## config.mk

```make
export PLATFORM = sky130hd
export DESIGN_NAME = biriscv_fetch_queue_flat
export DESIGN_NICKNAME = d
export VERILOG_FILES = /design/src/rtl/biriscv_fetch_queue_pkg.sv /design/src/rtl/biriscv_fetch_queue_if.sv /design/src/rtl/biriscv_fetch_queue_compact.sv /design/src/rtl/biriscv_fetch_queue.sv /design/src/flat_wrapper.sv
export SDC_FILE = /design/constraint.sdc
export NUM_CORES = 1
export LEC_CHECK = 0
export CAP_MARGIN = 25
export CORE_UTILIZATION = 45
export CTS_BUF_LIST = sky130_fd_sc_hd__clkbuf_2
export CTS_CLUSTER_DIAMETER = 120
export DETAILED_ROUTE_END_ITERATION = 7
export PLACE_DENSITY = 0.74
export SYNTH_ARGS = -nofsm -noshare
export SYNTH_HDL_FRONTEND = slang
export SYNTH_SLANG_ARGS = --single-unit
export TNS_END_PERCENT = 20
```

## constraint.sdc

```tcl
create_clock -name clk_i -period 7.8 [get_ports clk_i]
set_clock_uncertainty 0.1 [all_clocks]
set_input_delay 1.56 -clock clk_i [delete_from_list [all_inputs] [get_ports clk_i]]
set_output_delay 1.56 -clock clk_i [all_outputs]
set_load 0.005 [all_outputs]
```

## src/rtl/biriscv_fetch_queue_pkg.sv

```systemverilog
// Shared definitions for the fetch queue: entry layout, lane-keep rule and lane pc helper.
package biriscv_fetch_queue_pkg;

    localparam int FQ_INSTR_W   = 32;
    localparam int FQ_PC_W      = 32;
    localparam int FQ_MAX_LANES = 16;

    typedef struct packed {
        logic [FQ_INSTR_W-1:0] instr;
        logic [FQ_PC_W-1:0]    pc;
        logic                  fault_fetch;
        logic                  fault_page;
    } fq_entry_t;

    // A lane survives if it is at/after the entry offset and no earlier lane
    // from the offset onwards was predicted taken.
    function automatic logic fq_lane_keep(
        input logic [FQ_PC_W-1:0]      pc,
        input logic [FQ_MAX_LANES-1:0] pred,
        input int unsigned             lane,
        input int unsigned             num_lanes
    );
        int unsigned off;
        logic        keep;
        off  = (pc >> 2) & (num_lanes - 1);
        keep = (lane < num_lanes) && (lane >= off);
        for (int unsigned j = 0; j < FQ_MAX_LANES; j++) begin
            if ((j >= off) && (j < lane) && pred[j]) begin
                keep = 1'b0;
            end
        end
        return keep;
    endfunction

    function automatic logic [FQ_PC_W-1:0] fq_lane_pc(
        input logic [FQ_PC_W-1:0] pc,
        input int unsigned        lane,
        input int unsigned        num_lanes
    );
        return (pc & ~((num_lanes << 2) - 1)) | (lane << 2);
    endfunction

endpackage

```

## src/rtl/biriscv_fetch_queue_if.sv

```systemverilog
// Fetch-side and issue-side handshake bundle of the fetch queue.
interface biriscv_fetch_queue_if #(
    parameter int NUM_LANES = 2
);
    logic                      fetch_valid;
    logic [32*NUM_LANES-1:0]   fetch_instr;
    logic [31:0]               fetch_pc;
    logic [NUM_LANES-1:0]      fetch_pred_branch;
    logic                      fetch_fault_fetch;
    logic                      fetch_fault_page;
    logic                      fetch_accept;

    logic [NUM_LANES-1:0]      out_valid;
    logic [32*NUM_LANES-1:0]   out_instr;
    logic [32*NUM_LANES-1:0]   out_pc;
    logic [NUM_LANES-1:0]      out_fault_fetch;
    logic [NUM_LANES-1:0]      out_fault_page;
    logic [NUM_LANES-1:0]      out_accept;

    modport master (
        output fetch_valid, fetch_instr, fetch_pc, fetch_pred_branch,
               fetch_fault_fetch, fetch_fault_page, out_accept,
        input  fetch_accept, out_valid, out_instr, out_pc,
               out_fault_fetch, out_fault_page
    );

    modport slave (
        input  fetch_valid, fetch_instr, fetch_pc, fetch_pred_branch,
               fetch_fault_fetch, fetch_fault_page, out_accept,
        output fetch_accept, out_valid, out_instr, out_pc,
               out_fault_fetch, out_fault_page
    );
endinterface

```

## src/rtl/biriscv_fetch_queue_compact.sv

```systemverilog
// Lane selection for one fetch packet: which lanes are kept, where each lands
// relative to the write pointer, and how many entries are pushed.
module biriscv_fetch_queue_compact
    import biriscv_fetch_queue_pkg::*;
#(
    parameter int NUM_LANES = 2,
    parameter int LANE_W    = 1
) (
    input  logic [31:0]                    fetch_pc_i,
    input  logic [NUM_LANES-1:0]           pred_branch_i,
    input  logic                           fault_i,
    output logic [NUM_LANES-1:0]           keep_o,
    output logic [NUM_LANES-1:0][LANE_W:0] wr_off_o,
    output logic [LANE_W:0]                push_cnt_o
);

    logic [FQ_MAX_LANES-1:0] pred_wide;
    logic [NUM_LANES-1:0]    lane_keep;

    always_comb begin
        pred_wide                = '0;
        pred_wide[NUM_LANES-1:0] = pred_branch_i;
    end

    genvar gi;
    generate
        for (gi = 0; gi < NUM_LANES; gi++) begin : g_keep
            assign lane_keep[gi] = fq_lane_keep(fetch_pc_i, pred_wide, gi, NUM_LANES);
        end
    endgenerate

    // A faulting packet collapses to a single entry carried in slot 0.
    assign keep_o = fault_i ? NUM_LANES'(1) : lane_keep;

    always_comb begin
        logic [LANE_W:0] run;
        run = '0;
        for (int j = 0; j < NUM_LANES; j++) begin
            wr_off_o[j] = run;
            run         = run + (LANE_W+1)'(keep_o[j]);
        end
        push_cnt_o = run;
    end

endmodule

```

## src/rtl/biriscv_fetch_queue.sv

```systemverilog
// Instruction queue between fetch and decode: compacting push of fetch packets,
// circular storage, in-order multi-lane issue, flush on redirect.
module biriscv_fetch_queue
    import biriscv_fetch_queue_pkg::*;
#(
    parameter int NUM_LANES = 2,
    parameter int LANE_W    = 1,
    parameter int DEPTH     = 8,
    parameter int DEPTH_W   = 3
) (
    input  logic                 clk_i,
    input  logic                 rst_i,
    input  logic                 flush_i,
    biriscv_fetch_queue_if.slave bus,
    output logic [DEPTH_W:0]     level_o
);

    localparam int CNT_W = DEPTH_W + 1;

    logic [DEPTH_W-1:0]           rd_ptr_q, rd_ptr_d;
    logic [DEPTH_W-1:0]           wr_ptr_q, wr_ptr_d;
    logic [CNT_W-1:0]             count_q,  count_d;
    fq_entry_t                    mem_q [DEPTH];

    logic                         fetch_accept;
    logic                         fault_any;
    logic                         push_en;
    logic [NUM_LANES-1:0]         keep;
    logic [NUM_LANES-1:0][LANE_W:0] wr_off;
    logic [LANE_W:0]              push_cnt;
    logic [LANE_W:0]              pop_cnt;
    fq_entry_t                    lane_entry [NUM_LANES];
    logic [DEPTH_W-1:0]           wr_idx     [NUM_LANES];
    logic [NUM_LANES-1:0]         out_valid;

    // Space check uses registered occupancy only, so same-cycle pops never free room.
    assign fetch_accept     = (CNT_W'(DEPTH) - count_q) >= CNT_W'(NUM_LANES);
    assign bus.fetch_accept = fetch_accept;
    assign fault_any        = bus.fetch_fault_fetch | bus.fetch_fault_page;
    assign push_en          = bus.fetch_valid & fetch_accept & ~flush_i;

    biriscv_fetch_queue_compact #(
        .NUM_LANES (NUM_LANES),
        .LANE_W    (LANE_W)
    ) u_compact (
        .fetch_pc_i    (bus.fetch_pc),
        .pred_branch_i (bus.fetch_pred_branch),
        .fault_i       (fault_any),
        .keep_o        (keep),
        .wr_off_o      (wr_off),
        .push_cnt_o    (push_cnt)
    );

    genvar gi;
    generate
        for (gi = 0; gi < NUM_LANES; gi++) begin : g_lane
            logic [DEPTH_W-1:0] rd_idx;
            fq_entry_t          rd_entry;

            assign lane_entry[gi] = '{
                instr:       bus.fetch_instr[32*gi +: 32],
                pc:          fault_any ? bus.fetch_pc : fq_lane_pc(bus.fetch_pc, gi, NUM_LANES),
                fault_fetch: bus.fetch_fault_fetch,
                fault_page:  bus.fetch_fault_page
            };
            assign wr_idx[gi] = wr_ptr_q + DEPTH_W'(wr_off[gi]);

            assign rd_idx                    = rd_ptr_q + DEPTH_W'(gi);
            assign rd_entry                  = mem_q[rd_idx];
            assign out_valid[gi]             = count_q > CNT_W'(gi);
            assign bus.out_instr[32*gi +: 32] = rd_entry.instr;
            assign bus.out_pc[32*gi +: 32]    = rd_entry.pc;
            assign bus.out_fault_fetch[gi]   = rd_entry.fault_fetch;
            assign bus.out_fault_page[gi]    = rd_entry.fault_page;
        end
    endgenerate

    assign bus.out_valid = out_valid;
    assign level_o       = count_q;

    // Pops stop at the first lane that is not both valid and accepted.
    always_comb begin
        logic run;
        run     = 1'b1;
        pop_cnt = '0;
        for (int k = 0; k < NUM_LANES; k++) begin
            run     = run & out_valid[k] & bus.out_accept[k];
            pop_cnt = pop_cnt + (LANE_W+1)'(run);
        end
    end

    always_comb begin
        rd_ptr_d = rd_ptr_q + DEPTH_W'(pop_cnt);
        wr_ptr_d = wr_ptr_q + (push_en ? DEPTH_W'(push_cnt) : '0);
        count_d  = count_q + (push_en ? CNT_W'(push_cnt) : '0) - CNT_W'(pop_cnt);
        if (flush_i) begin
            rd_ptr_d = '0;
            wr_ptr_d = '0;
            count_d  = '0;
        end
    end

    always_ff @(posedge clk_i or posedge rst_i) begin
        if (rst_i) begin
            rd_ptr_q <= '0;
            wr_ptr_q <= '0;
            count_q  <= '0;
        end else begin
            rd_ptr_q <= rd_ptr_d;
            wr_ptr_q <= wr_ptr_d;
            count_q  <= count_d;
        end
    end

    // Storage is not reset; stale entries are hidden by the occupancy mask.
    always_ff @(posedge clk_i) begin
        for (int j = 0; j < NUM_LANES; j++) begin
            if (push_en && keep[j]) begin
                mem_q[wr_idx[j]] <= lane_entry[j];
            end
        end
    end

endmodule
```

## src/flat_wrapper.sv

```systemverilog
// flat-port wrapper written by rule: the top's interface ports become plain ports
module biriscv_fetch_queue_flat import biriscv_fetch_queue_pkg::*;
#(
    parameter int NUM_LANES = 2,
    parameter int LANE_W    = 1,
    parameter int DEPTH     = 8,
    parameter int DEPTH_W   = 3
)
  (clk_i, rst_i, flush_i, level_o, bus_fetch_valid, bus_fetch_instr, bus_fetch_pc, bus_fetch_pred_branch, bus_fetch_fault_fetch, bus_fetch_fault_page, bus_out_accept, bus_fetch_accept, bus_out_valid, bus_out_instr, bus_out_pc, bus_out_fault_fetch, bus_out_fault_page);
  biriscv_fetch_queue_if #(.NUM_LANES(NUM_LANES)) bus_i ();
  input  logic clk_i;
  input  logic rst_i;
  input  logic flush_i;
  output logic [DEPTH_W:0] level_o;
  input wire logic [$bits(bus_i.fetch_valid)-1:0] bus_fetch_valid;
  input wire logic [$bits(bus_i.fetch_instr)-1:0] bus_fetch_instr;
  input wire logic [$bits(bus_i.fetch_pc)-1:0] bus_fetch_pc;
  input wire logic [$bits(bus_i.fetch_pred_branch)-1:0] bus_fetch_pred_branch;
  input wire logic [$bits(bus_i.fetch_fault_fetch)-1:0] bus_fetch_fault_fetch;
  input wire logic [$bits(bus_i.fetch_fault_page)-1:0] bus_fetch_fault_page;
  input wire logic [$bits(bus_i.out_accept)-1:0] bus_out_accept;
  output wire logic [$bits(bus_i.fetch_accept)-1:0] bus_fetch_accept;
  output wire logic [$bits(bus_i.out_valid)-1:0] bus_out_valid;
  output wire logic [$bits(bus_i.out_instr)-1:0] bus_out_instr;
  output wire logic [$bits(bus_i.out_pc)-1:0] bus_out_pc;
  output wire logic [$bits(bus_i.out_fault_fetch)-1:0] bus_out_fault_fetch;
  output wire logic [$bits(bus_i.out_fault_page)-1:0] bus_out_fault_page;
  assign bus_i.fetch_valid = bus_fetch_valid;
  assign bus_i.fetch_instr = bus_fetch_instr;
  assign bus_i.fetch_pc = bus_fetch_pc;
  assign bus_i.fetch_pred_branch = bus_fetch_pred_branch;
  assign bus_i.fetch_fault_fetch = bus_fetch_fault_fetch;
  assign bus_i.fetch_fault_page = bus_fetch_fault_page;
  assign bus_i.out_accept = bus_out_accept;
  assign bus_fetch_accept = bus_i.fetch_accept;
  assign bus_out_valid = bus_i.out_valid;
  assign bus_out_instr = bus_i.out_instr;
  assign bus_out_pc = bus_i.out_pc;
  assign bus_out_fault_fetch = bus_i.out_fault_fetch;
  assign bus_out_fault_page = bus_i.out_fault_page;
  biriscv_fetch_queue #(.NUM_LANES(NUM_LANES), .LANE_W(LANE_W), .DEPTH(DEPTH), .DEPTH_W(DEPTH_W)) u_core (.clk_i(clk_i), .rst_i(rst_i), .flush_i(flush_i), .bus(bus_i), .level_o(level_o));
endmodule
```

==> results.json <==
{
  "status": "finished clean",
  "worstSkewPairLatency_ns": 1.23,
  "ctsResizeCount": 0,
  "portBuffers": 243,
  "min_path_type": "input port to async pin",
  "syn-num-nets": 1528,
  "num_rows": 91,
  "area_growth_pct": 16.9,
  "ant_nets": 0,
  "clk_pin_slew_ns": 0.10,
  "cp-startpoint": "u_core.rd_ptr_q[0]$_DFF_PP0_",
  "die_x_um": 252,
  "antenna_found_initial": 13,
  "clkSinkCount": 538,
  "arrival_ns": 4.96,
  "leakagePower_nw": 10.7,
  "seq_area_frac_synth_pct": 57.3,
  "fp.coreArea_um2": 61700,
  "cp_cell_sequence": "ha_4 -> buf_4 -> mux4_2 -> mux2_2 -> clkdlybuf4s50_1",
  "ys_seq_elements": 538,
  "whs_ns": 0.508,
  "cts-root-buf": "clkbuf_2",
  "synth_common_cells": "528 x edfxtp_1, 311 x mux2_2, 264 x mux4_2",
  "final_nets": 1840,
  "ys_async_sr_fraction_pct": 1.86,
  "syn_inst": 1403,
  "htree_levels": 4,
  "place_area_um2": 31500,
  "ir_drop_v": 0.000183,
  "tritoncts": "done",
  "regArea_um2": 16100,
  "drt_iter0_drc": 1133,
  "crit_buf_inv": 2,
  "drtPass1Iterations": 5,
  "crit_family": "buffers and inverters",
  "initial_core_util_pct": 45.6,
  "fin_crit_ns": 6.62,
  "cts_buffers": 144,
  "p_seq_share_pct": 35.9,
  "switching_power_w": 0.00297,
  "synth_top_area_share_pct": 56.4,
  "synth_edf_count": 528,
  "cts_buffer_depth": 3,
  "timing_worst_setup_path_type": "register to primary output",
  "fin_cells": 2659,
  "multi_input_area_um2": 11500,
  "design_area_um2": 32900,
  "worstPathRequired_ns": 6.14,
  "grt.overflow.total": 0,
  "fp.dieArea_um2": 63500,
  "dp_hpwl_um": 39800,
  "netlist_area_um2": 28100,
  "max-cap-violations": 0,
  "cp_slowest_stage_delay_ns": 0.97,
  "power.internal_w": 0.00663,
  "grt_pass1_vias": 16873,
  "powerDensity_nw_per_um2": 292,
  "avgSynthCellArea_um2": 20.0,
  "fin_tns_setup_ns": 0,
  "rsz0062_at_grt": "no",
  "setup_viol_count_final": 0,
  "fin_crit_sh_pct": 84.9,
  "yosys_warnings": 0,
  "swShare_pct": 30.9,
  "slew_viol_final": 0,
  "fmax_mhz": 151,
  "via_per_inst": 5.81,
  "hold_violations": 0,
  "ys_types": 39,
  "cp_max_fo": 60,
  "critPathLaunchType": "register",
  "pin_count": 245,
  "crit_slowest_cell": "dfrtp_4",
  "vias": 15462,
  "fill_cells": 4945,
  "p_clk_share_pct": 21.5,
  "die_h_um": 252,
  "grt_pass1_wl_um": 102000,
  "cts_setup_buffers": 0,
  "r2r-start": "u_core.level_o[1]$_DFF_PP0_",
  "critPathCaptureType": "primary output",
  "synth_top_cell_by_area": "edfxtp_1",
  "placed_cells": 2404,
  "synth_area_leaders": "edfxtp_1 56%, mux4_2 21%, mux2_2 12%",
  "grt_max_degree": 100,
  "cts_hold_buf": 0,
  "wirelength_um": 69400,
  "grt_usage_pct": 22.1,
  "fin_total_pwr_w": 0.00961,
  "pwr-share-comb_pct": 42.6,
  "drc_errors": 0,
  "synth_most_common_cell": "edfxtp_1",
  "final_layout_size_suffix_gt1_share_pct": 49.9,
  "synthFlopType": "edfxtp_1",
  "wire_per_inst_um": 26.1,
  "worst_pin_slew_ns": 1.01,
  "gp_congestion": 0.758,
  "slew_headroom_pct": 32.9
}
==> per-layer routing <==
metal / vias up / track usage (%) / part of all wire (%)
met5: - / 0 / 0.15
met4: 16 / 8.48 / 2.6
met3: 127 / 6.57 / 7.1
met2: 536 / 37.3 / 51
met1: 8120 / 26.8 / 39
li1: 6663 / - / -
==> power groups by stage <==
| stage | clock network (W) | logic, W | registers, W |
|---|---|---|---|
| after global placement | 0 | 0.00411 | 0.00351 |
| after floorplan | 0 | 0.00255 | 0.00341 |
| after CTS | 0.00213 | 0.00417 | 0.00346 |
| after detailed placement | 0 | 0.00414 | 0.00352 |
| after global routing | 0.00227 | 0.00437 | 0.00348 |
| final | 0.00206 | 0.00409 | 0.00345 |
==> cell usage in the layout, fill, tap and decap left out, types with 8 or more instances in the layout <==
| cell | netlist | final |
|---|---|---|
| clkinv_1 | 0 | 28 |
| mux2_4 | 56 | 56 |
| clkdlybuf4s50_1 | 0 | 243 |
| clkbuf_2 | 0 | 199 |
| mux2_1 | 21 | 21 |
| mux2_2 | 311 | 311 |
| nor2b_1 | 10 | 10 |
| buf_12 | 0 | 9 |
| edfxtp_1 | 528 | 528 |
| nor2_1 | 8 | 8 |
| buf_4 | 6 | 19 |
| nand2_1 | 9 | 9 |
| ha_1 | 15 | 14 |
| inv_1 | 12 | 12 |
| mux4_2 | 264 | 264 |
==> per-stage QoR <==
stage               worst slack, ns  util, %
finish                         1.18     53.3
global route                  0.815     53.3
CTS                           0.896     53.2
detailed placement             2.00     51.0
global placement               1.95     50.9
floorplan                     0.170        -
==> sequential cells by signal (all words and copies together) (netlist names) <==
signal	flops
u_core.mem_q	528
u_core.wr_ptr_q	3
u_core.level_o	4
u_core.rd_ptr_q	3
==> worst paths after layout <==
check / endpoint / slack [ns] / cells past startpoint
max in group asynchronous: u_core.rd_ptr_q[0]$_DFF_PP0_ / 6.77 / 2
worst min register to register: u_core.wr_ptr_q[0]$_DFF_PP0_ / 0.65 / 2
worst min-delay path: u_core.level_o[1]$_DFF_PP0_ / 0.51 / 2
worst max register to register: u_core.mem_q[4][9]$_DFFE_PP_ / 3.62 / 8
worst max-delay path: bus_out_instr[32] / 1.18 / 5
min in group clk_i: u_core.wr_ptr_q[0]$_DFF_PP0_ / 0.65 / 2
==> worst reg2reg max path, stage by stage, from the launching register on <==
cell	delay (ns)
dfrtp_1	0.42
inv_1	0.12
ha_1	0.23
nor2b_1	0.15
o2111ai_2	0.69
nand4b_1	0.60
o21ai_4	0.47
buf_12	0.25
buf_4	0.69
==> cells by family (layout without fill, tap and decap cells) <==
logic type / Yosys count / count (layout) / share of synthesized area (%)
compound gates: 17 / 17 / 0.436
xor+xnor: 6 / 6 / 0.187
fa+ha+maj: 19 / 19 / 0.952
buf+inv: 120 / 534 / 2.42
flops: 538 / 538 / 57.3
mux: 652 / 652 / 37.4
other cells: 0 / 5 / 0
simple gates: 51 / 51 / 1.29
==> cell type report <==
class                   count  share of cell area, %
diodes                      5                 0.0381
repair buffers            274                   8.56
well taps                 837                   3.19
clock inverters            49                   1.15
multi-input cells         745                   34.9
clock buffers             199                   3.03
inverters                  12                  0.137
flip-flops and latches    538                   49.0
Note: power is estimated with default switching activity, not from simulation.
